File: src/rtl/alu_seq.sv
// Multi-cycle sequencer that drives the shared 8-bit ALU: shift-add 8x8 multiply,
// plus restoring 8/8 divide when ALU_SEQ_DIV_EN is defined.
module alu_seq #(
  parameter logic [7:0] OP_ADD = 8'h00,
  parameter logic [7:0] OP_SUB = 8'h01
) (
  input  logic        clk,
  input  logic        rst,
  input  logic        start,
  input  logic        op,
  input  logic [7:0]  opa,
  input  logic [7:0]  opb,
  output logic        busy,
  output logic        done,
  output logic        err,
  output logic [15:0] result,
  output logic [7:0]  alu_a,
  output logic [7:0]  alu_b,
  output logic [7:0]  alu_cins,
  output logic        alu_oe,
  output logic        alu_carryin,
  input  logic [7:0]  alu_out,
  input  logic        alu_carryout
);

  typedef enum logic [1:0] {IDLE, RUN, DONE} state_t;

  state_t     state;
  logic [7:0] hi;   // multiply: product high byte / divide: remainder
  logic [7:0] lo;   // multiply: multiplier/product low byte / divide: quotient
  logic [7:0] mc;   // multiplicand or divisor
  logic [2:0] cnt;
  logic [7:0] nhi, nlo;

`ifdef ALU_SEQ_DIV_EN
  logic is_div;
`else
  logic unused_sub;
  assign unused_sub = ^OP_SUB;
`endif

  // ALU drive is decoded purely from registered state.
  always_comb begin
    alu_a       = 8'h00;
    alu_b       = 8'h00;
    alu_cins    = 8'h00;
    alu_oe      = 1'b0;
    alu_carryin = 1'b0;
    if (state == RUN) begin
      alu_oe   = 1'b1;
      alu_b    = mc;
      alu_a    = hi;
      alu_cins = OP_ADD;
`ifdef ALU_SEQ_DIV_EN
      if (is_div) begin
        alu_a       = {hi[6:0], lo[7]};
        alu_cins    = OP_SUB;
        alu_carryin = 1'b1;
      end
`endif
    end
  end

  always_comb begin
    nhi = {1'b0, hi[7:1]};
    nlo = {hi[0], lo[7:1]};
    if (lo[0]) begin
      nhi = {alu_carryout, alu_out[7:1]};
      nlo = {alu_out[0], lo[7:1]};
    end
`ifdef ALU_SEQ_DIV_EN
    if (is_div) begin
      // Shifted remainder bit 8 set means it always exceeds the divisor.
      if (hi[7] | alu_carryout) begin
        nhi = alu_out;
        nlo = {lo[6:0], 1'b1};
      end else begin
        nhi = {hi[6:0], lo[7]};
        nlo = {lo[6:0], 1'b0};
      end
    end
`endif
  end

  always_ff @(posedge clk) begin
    if (rst) begin
      state  <= IDLE;
      hi     <= 8'h00;
      lo     <= 8'h00;
      mc     <= 8'h00;
      cnt    <= 3'd0;
      busy   <= 1'b0;
      done   <= 1'b0;
      err    <= 1'b0;
      result <= 16'h0000;
`ifdef ALU_SEQ_DIV_EN
      is_div <= 1'b0;
`endif
    end else begin
      case (state)
        IDLE: begin
          if (start) begin
            err    <= 1'b0;
            result <= 16'h0000;
            cnt    <= 3'd0;
            busy   <= 1'b1;
            hi     <= 8'h00;
            lo     <= opb;
            mc     <= opa;
            state  <= RUN;
`ifdef ALU_SEQ_DIV_EN
            is_div <= op;
            if (op) begin
              lo <= opa;
              mc <= opb;
              if (opb == 8'h00) begin
                err    <= 1'b1;
                result <= {opa, 8'hFF};
                done   <= 1'b1;
                state  <= DONE;
              end
            end
`else
            if (op) begin
              err   <= 1'b1;
              done  <= 1'b1;
              state <= DONE;
            end
`endif
          end
        end
        RUN: begin
          hi  <= nhi;
          lo  <= nlo;
          cnt <= cnt + 3'd1;
          if (cnt == 3'd7) begin
            result <= {nhi, nlo};
            done   <= 1'b1;
            state  <= DONE;
          end
        end
        DONE: begin
          done  <= 1'b0;
          busy  <= 1'b0;
          state <= IDLE;
        end
        default: state <= IDLE;
      endcase
    end
  end

endmodule

File: config.mk
export PLATFORM = sky130hd
export DESIGN_NAME = alu_seq
export DESIGN_NICKNAME = d
export VERILOG_FILES = /design/src/rtl/alu_seq.sv
export SDC_FILE = /design/constraint.sdc
export NUM_CORES = 1
export LEC_CHECK = 0
export BUFFER_PORTS_ARGS = -buffer_cell sky130_fd_sc_hd__buf_2
export CELL_PAD_IN_SITES_DETAIL_PLACEMENT = 2
export CELL_PAD_IN_SITES_GLOBAL_PLACEMENT = 2
export CORE_MARGIN = 4
export CORE_UTILIZATION = 26
export CTS_CLUSTER_SIZE = 40
export DETAILED_ROUTE_END_ITERATION = 10
export PLACE_DENSITY = 0.86
export REMOVE_ABC_BUFFERS = 1
export SYNTH_ARGS = -nofsm -noshare
export SYNTH_HDL_FRONTEND = slang
export SYNTH_SLANG_ARGS = --single-unit
File: constraint.sdc
create_clock -name clk -period 1.7 [get_ports clk]
set_clock_uncertainty 0.05 [all_clocks]
set_input_delay 0.34 -clock clk [delete_from_list [all_inputs] [get_ports clk]]
set_output_delay 0.34 -clock clk [all_outputs]
set_load 0.05 [all_outputs]
=== After elaboration in Yosys (flattened, before gate mapping) ===
Index checks and enable logic that the tools add are counted.
Widths: inputs -> output; s select.

* Output and inout port bits: 45
* Logic and storage cells: 51
* Register bits after elaboration: 48
* Input bits: 29

* Add/subtract/negate cells: 1
* Reductions and logical operators: 10
* Equality and inequality tests: 6
* Mux-type cells: 25

{| class="wikitable"
|+ Operators with widths
! kind !! count
|-
| $mux 8 || 6
|-
| $mux 16 || 2
|-
| $pmux 16 s2 || 1
|-
| $pmux 8 s2 || 2
|-
| $reduce_and 2->1 || 4
|-
| $mux 1 || 6
|-
| $mux 2 || 3
|-
| $pmux 3 s2 || 1
|-
| $ne 2x2->1 const B || 2
|-
| $pmux 2 s2 || 1
|-
| $reduce_and 4->1 || 1
|-
| $reduce_bool 2->1 || 2
|-
| $add 3x1->3 const B || 1
|-
| $eq 3x3->1 const B || 1
|-
| $mux 3 || 1
|-
| $pmux 1 s3 || 1
|-
| $reduce_and 3->1 || 1
|-
| $reduce_bool 3->1 || 1
|-
| $eq 2x1->1 const B || 1
|-
| $eq 2x2->1 const B || 1
|-
| $logic_not 2->1 || 1
|-
| $ne 2x1->1 const B || 1
|-
| $pmux 1 s2 || 1
|}

=== Depth between registers and ports, before layout ===
* Depth after elaboration: 3
* Mapped depth: 7

=== Worst setup path before layout ===
OpenSTA, ideal clock, no wires.

* Path kind: flip-flop to output port
* From: reg state[0]
* To: out alu_a[0]
* Path buffers: 2
* Arrival: 1.810 ns
* Path slack: -0.500 ns
* Data required time: 1.310 ns
* Cell stages (with the launch flop): 6
* Cells stage by stage: dfxtp_1 -> nand2b_1 -> buf_4 -> clkinv_2 -> clkbuf_1 -> and2_1

* Cells in the longest elaborated chain, start to end: 2

{| class="wikitable"
|+ RTL lines
! element !! RTL line !! text
|-
| start: declaration || 28 || <nowiki>state_t state;</nowiki>
|-
| start signal: assignment || 87 || <nowiki>state <= IDLE;</nowiki>
|-
| start signal: assignment || 110 || <nowiki>state <= RUN;</nowiki>
|-
| start signal: assignment || 127 || <nowiki>state <= DONE;</nowiki>
|-
| $eq 2x1->1 || 49 || <nowiki>if (state == RUN) begin</nowiki>
|-
| $mux 8 || 49 ||
|-
| end: declaration || 17 || <nowiki>output logic [7:0] alu_a,</nowiki>
|}

No other way between the ends.

=== Worst setup path in the final report ===
* From: reg state[1]
* To: out alu_a[7]

The elaborated chain is that of the path after synthesis.

==> flow_results.org <==
** Critical path
- The worst setup path is captured at a primary output.
- In this run the critical register-to-register path is captured at result[15].
- Required time reported for the critical path endpoint :: approximately 1.3 ns
- Of all nets on the critical path, the largest fanout is 10.
- Data on the critical path arrives at its endpoint at roughly 1.3 ns.
- CP Cell Sequence :: nand2b_4, clkinv_8, and2_1, buf_6
- The worst register-to-register path has a depth of 5.
- Kind of start point of the critical path :: flop
- The setup check on the worst reg-to-reg path leaves a slack of roughly 0.080 ns.
- Worst path max stage delay :: between 0.3 and 0.4 ns
- On the critical path the largest part of the delay comes from simple AND/OR/NAND/NOR gates.
- Reg-to-reg critical path startpoint :: state[0]
- The worst setup path is of the flop to primary output kind.
- Together, buffers and inverters on the worst path number 2.
- Standard cell with the maximum stage delay on the critical path :: sky130_fd_sc_hd__dfxtp_2
- Tracing the worst setup path back leads to its startpoint at state[1].

** Global routing
- Antenna violations before repair :: 0
- All-layer global routing usage :: 0.141
- Number of global-route vias before repair :: 2106
- Global-route wire length before repair :: approximately 11000 µm
- Summed over all layers, the global routing overflow is 0.
- Maximum number of pins on one net before global-route repair :: 38

** STA
- Worst-case setup margin in the final layout :: about 0.027 ns
- Timing would allow up to between 500 and 600 MHz.
- The number of pins with negative max-slew slack in the final report is 0.
- Number of endpoints with negative hold slack in the final report :: 0
- Share of the clock period used by the worst path :: 0.984
- The worst path needs between 1.5 and 2 ns of the cycle, external delays included.
- Setup Viol. Count Final :: 0
- Setup repair after global routing missed its margin :: true

** Logic synthesis
- By area, the combinational part of the netlist is dominated by simple AND/OR/NAND/NOR gates.
- The cell area that synthesis handed to floorplanning was approximately 2200 µm².
- Primary flip-flop cell chosen by synthesis mapping :: sky130_fd_sc_hd__dfxtp_1
- Fraction of the mapped netlist area in simple logic gates :: 0.191
- Number of enable-type register cells in the synthesized netlist :: 0
- The area fraction in compound gates after synthesis was 0.181.
- Of the total synthesized cell area, the portion taken by full adders, half adders and majority gates is 0.0115.
- After synthesis, the share of cell area in mux cells is 0.0872.
- Sequential cell area fraction in the yosys report :: 0.440
- Yosys mapped the design onto 32 distinct sky130hd cell types.
- Proportion of register bits with asynchronous set or reset after synthesis :: 0
- Warning count from the yosys run :: 0
- Total of flip-flops plus latches after synthesis :: between 40 and 50
- Of the total synthesized cell area, the portion taken by XOR and XNOR cells is 0.
- Top area cells in the synthesized netlist :: sky130_fd_sc_hd__dfxtp_1, sky130_fd_sc_hd__nand4b_1, sky130_fd_sc_hd__a21oi_1, sky130_fd_sc_hd__nor2_1, sky130_fd_sc_hd__and2_1
- List of most frequent post-synthesis cells :: sky130_fd_sc_hd__dfxtp_1, sky130_fd_sc_hd__nor2_1, sky130_fd_sc_hd__a21oi_1
- The largest total area in the synthesized netlist belongs to sky130_fd_sc_hd__dfxtp_1.
- The share of synthesized area in the top cell type comes to 0.440.
- Synth Area per Inst :: about 9 µm²
- In the post-synthesis netlist, the cell with the most instances is sky130_fd_sc_hd__dfxtp_1.
- The cell count after synthesis came out at approximately 240.

** Clocking
- Hold repair after CTS inserted 0 buffers.
- The longest clock path from root to sink contains 2 buffers.
- TritonCTS built the clock tree.
- CTS buffer count :: 5
- The H-tree was split into 2 levels.
- Clock slew at the register clock pins of the worst setup and hold paths :: ~0.090 ns
- At the later pin of the worst-skew pair, clock insertion delay measures 0.30 ns.
- CTS saw 48 sinks.
- Root cell of the clock tree :: sky130_fd_sc_hd__clkbuf_8

** Pwr
- Cell internal power was estimated by the tool at 1.85 mW.
- The analysis attributes to net switching a power of 713 µW.
- Sequential group share of total power :: 0.470
- Sw frac :: 0.278
- Total power :: between 2 and 3 mW
- Comb power frac :: 0.174
- Across the VDD grid, the largest voltage drop is ~0.4 mV.
- Dividing total power by cell area gives a power density of about 870 nW/µm².
- Static Leak :: approximately 1.3 nW
- Share of power burned in the clock network :: 0.356

** Finish
- Fraction of final layout cells sized beyond drive strength 1 :: 0.374
- Relative to the synthesized area, the layout overhead comes to 34.5%.
- Count of antenna diodes in the layout :: 0
- Number of fillers in the final layout :: roughly 920
- Net count, final :: 340
- The multi-input combinational cells in the finished layout cover a total of roughly 1100 µm².
- Final non-filler cell area :: slightly below 3000 µm²
- In the final layout, flip-flops and latches occupy 966 µm².

** Floorplanning
- Site Rows :: 33
- Die boundary height :: 99.6 µm
- The initial utilization of the core area, before any placement, comes to 0.267.
- In this run the horizontal extent of the chip is between 90 and 100 µm.
- Area of the die :: 9920 µm²
- I/O pin total :: 74
- After floorplanning, the core was sized to cover a little over 8000 µm².

** Placement
- At the placement stage, the worst setup path has a slack of approximately 0.04 ns.
- Routability-driven placement finished with a final weighted congestion of between 0.7 and 0.8.
- Buffers placed on the I/O ports in this run total 64.
- Detailed placement ended at an HPWL of about 5000 µm.
- In this run the cell area measured after placement is approximately 2600 µm².

** Min path
- Type of the tightest min-delay check :: primary input to flop
- The path with the worst hold slack has its endpoint at mc[0].
- The worst hold path was traced through 3 stages.
- Hold path start :: opa[0]

** Detailed routing
- The first detailed-routing pass took 4 iterations.
- For this run, design rule violations remaining after detail routing come to 0.
- After the first detailed-routing iteration, the DRC count stood at 73.
- Via-to-Cell Ratio :: 4.78
- Once detail routing completed, the nets flagged for antenna violations numbered 0.
- Detailed routing inserted a total of around 2.0k vias.
- After detailed routing, the average wire length per cell comes to about 17 µm.
- Final wirelength :: a little over 7000 µm

** Outcome
- The flow ran to the end, and the final reports show no timing, DRC or antenna violations.

** Job
- Maxcap violations :: 0
## through the flow
stage | utilization | std cells | hold WS, ns | setup TNS (ns)
after floorplan | - | 220 | 0.359 | -21.43
after global placement | 0.318 | 402 | 0.385 | 0
after detailed placement | 0.318 | 402 | 0.397 | 0
after CTS | 0.346 | 413 | 0.218 | 0
after global routing | 0.359 | 415 | 0.228 | -0.233
final | 0.359 | 415 | 0.221 | 0
## how the worst max path moves through the flow
stage	to	cells past startpoint
2_1_floorplan	alu_a[0]	3
3_3_place_gp	lo[5]	4
3_5_place_dp	lo[3]	4
4_1_cts	alu_a[7]	4
5_1_grt	alu_a[7]	4
6_report	alu_a[7]	4
## power groups by stage
stage	Clock (mW)	Combinational [mW]	Sequential [mW]
2_1_floorplan	0	0.217	1.25
3_3_place_gp	0	0.396	1.22
3_5_place_dp	0	0.409	1.23
4_1_cts	0.936	0.434	1.20
5_1_grt	0.996	0.487	1.21
6_report	0.914	0.446	1.20
## kinds of logic (layout without fill, tap and decap cells)
family,after synthesis,after routing
AOI/OAI and AO/OA,65,65
adders and majority gates,2,2
buffers and inverters,34,93
DFF,48,48
muxes,18,18
other,1,9
and+or+nand+nor,75,75
## registers in the layout (all words and copies together) (netlist names)
name and count:
result 16, state 2, lo 8, busy 1, hi 8, done 1
err 1, mc 8, cnt 3
## worst reg2reg max path: cells and delay by family, from the launching register on
family	cells	cell delay, ns
and+or+nand+nor	1	0.51
DFF	1	0.40
buffers and inverters	3	0.44
AOI/OAI and AO/OA	1	0.15
## cell type report
cell class | instances | area share
well taps | 105 | 0.0448
clock buffers | 7 | 0.0328
flip-flops and latches | 48 | 0.329
multi-input cells | 169 | 0.377
repair buffers | 81 | 0.192
inverters | 3 | 0.00810
repair inverters | 1 | 0.00554
clock inverters | 1 | 0.0102
## repair_timing
item	4_1_cts	5_1_grt
endpoints found under the setup margin	17	23
cloned	1	0
gates resized for setup	27	26
setup buffers	2	2
## per-layer routing
metal  vias up  track usage  routed length [µm]
li1        962            -                   -
met1       968        0.178                3130
met2        50        0.246                3490
met3         5       0.0337                 376
met4         0       0.0252                  44
met5         -            0                   0
## cells in the final DEF (no fill, tap or decap), drive strengths merged
master    n
conb      9
a22oi     9
nand3b    1
o21bai    1
a211oi    9
nor3      1
mux2      8
buf      81
nor2b     1
nand4b   15
a21o      1
bufinv    1
clkinv    2
a21oi    25
o21ai    16
clkbuf    7
or4       1
mux2i    10
nand2b    1
dfxtp    48
a221oi    1
a2bb2oi   2
and2     16
nor2     29
nand2     9
nor3b     1
ha        2
o21ba     1
inv       2
Power figures use the tool's default switching activity.
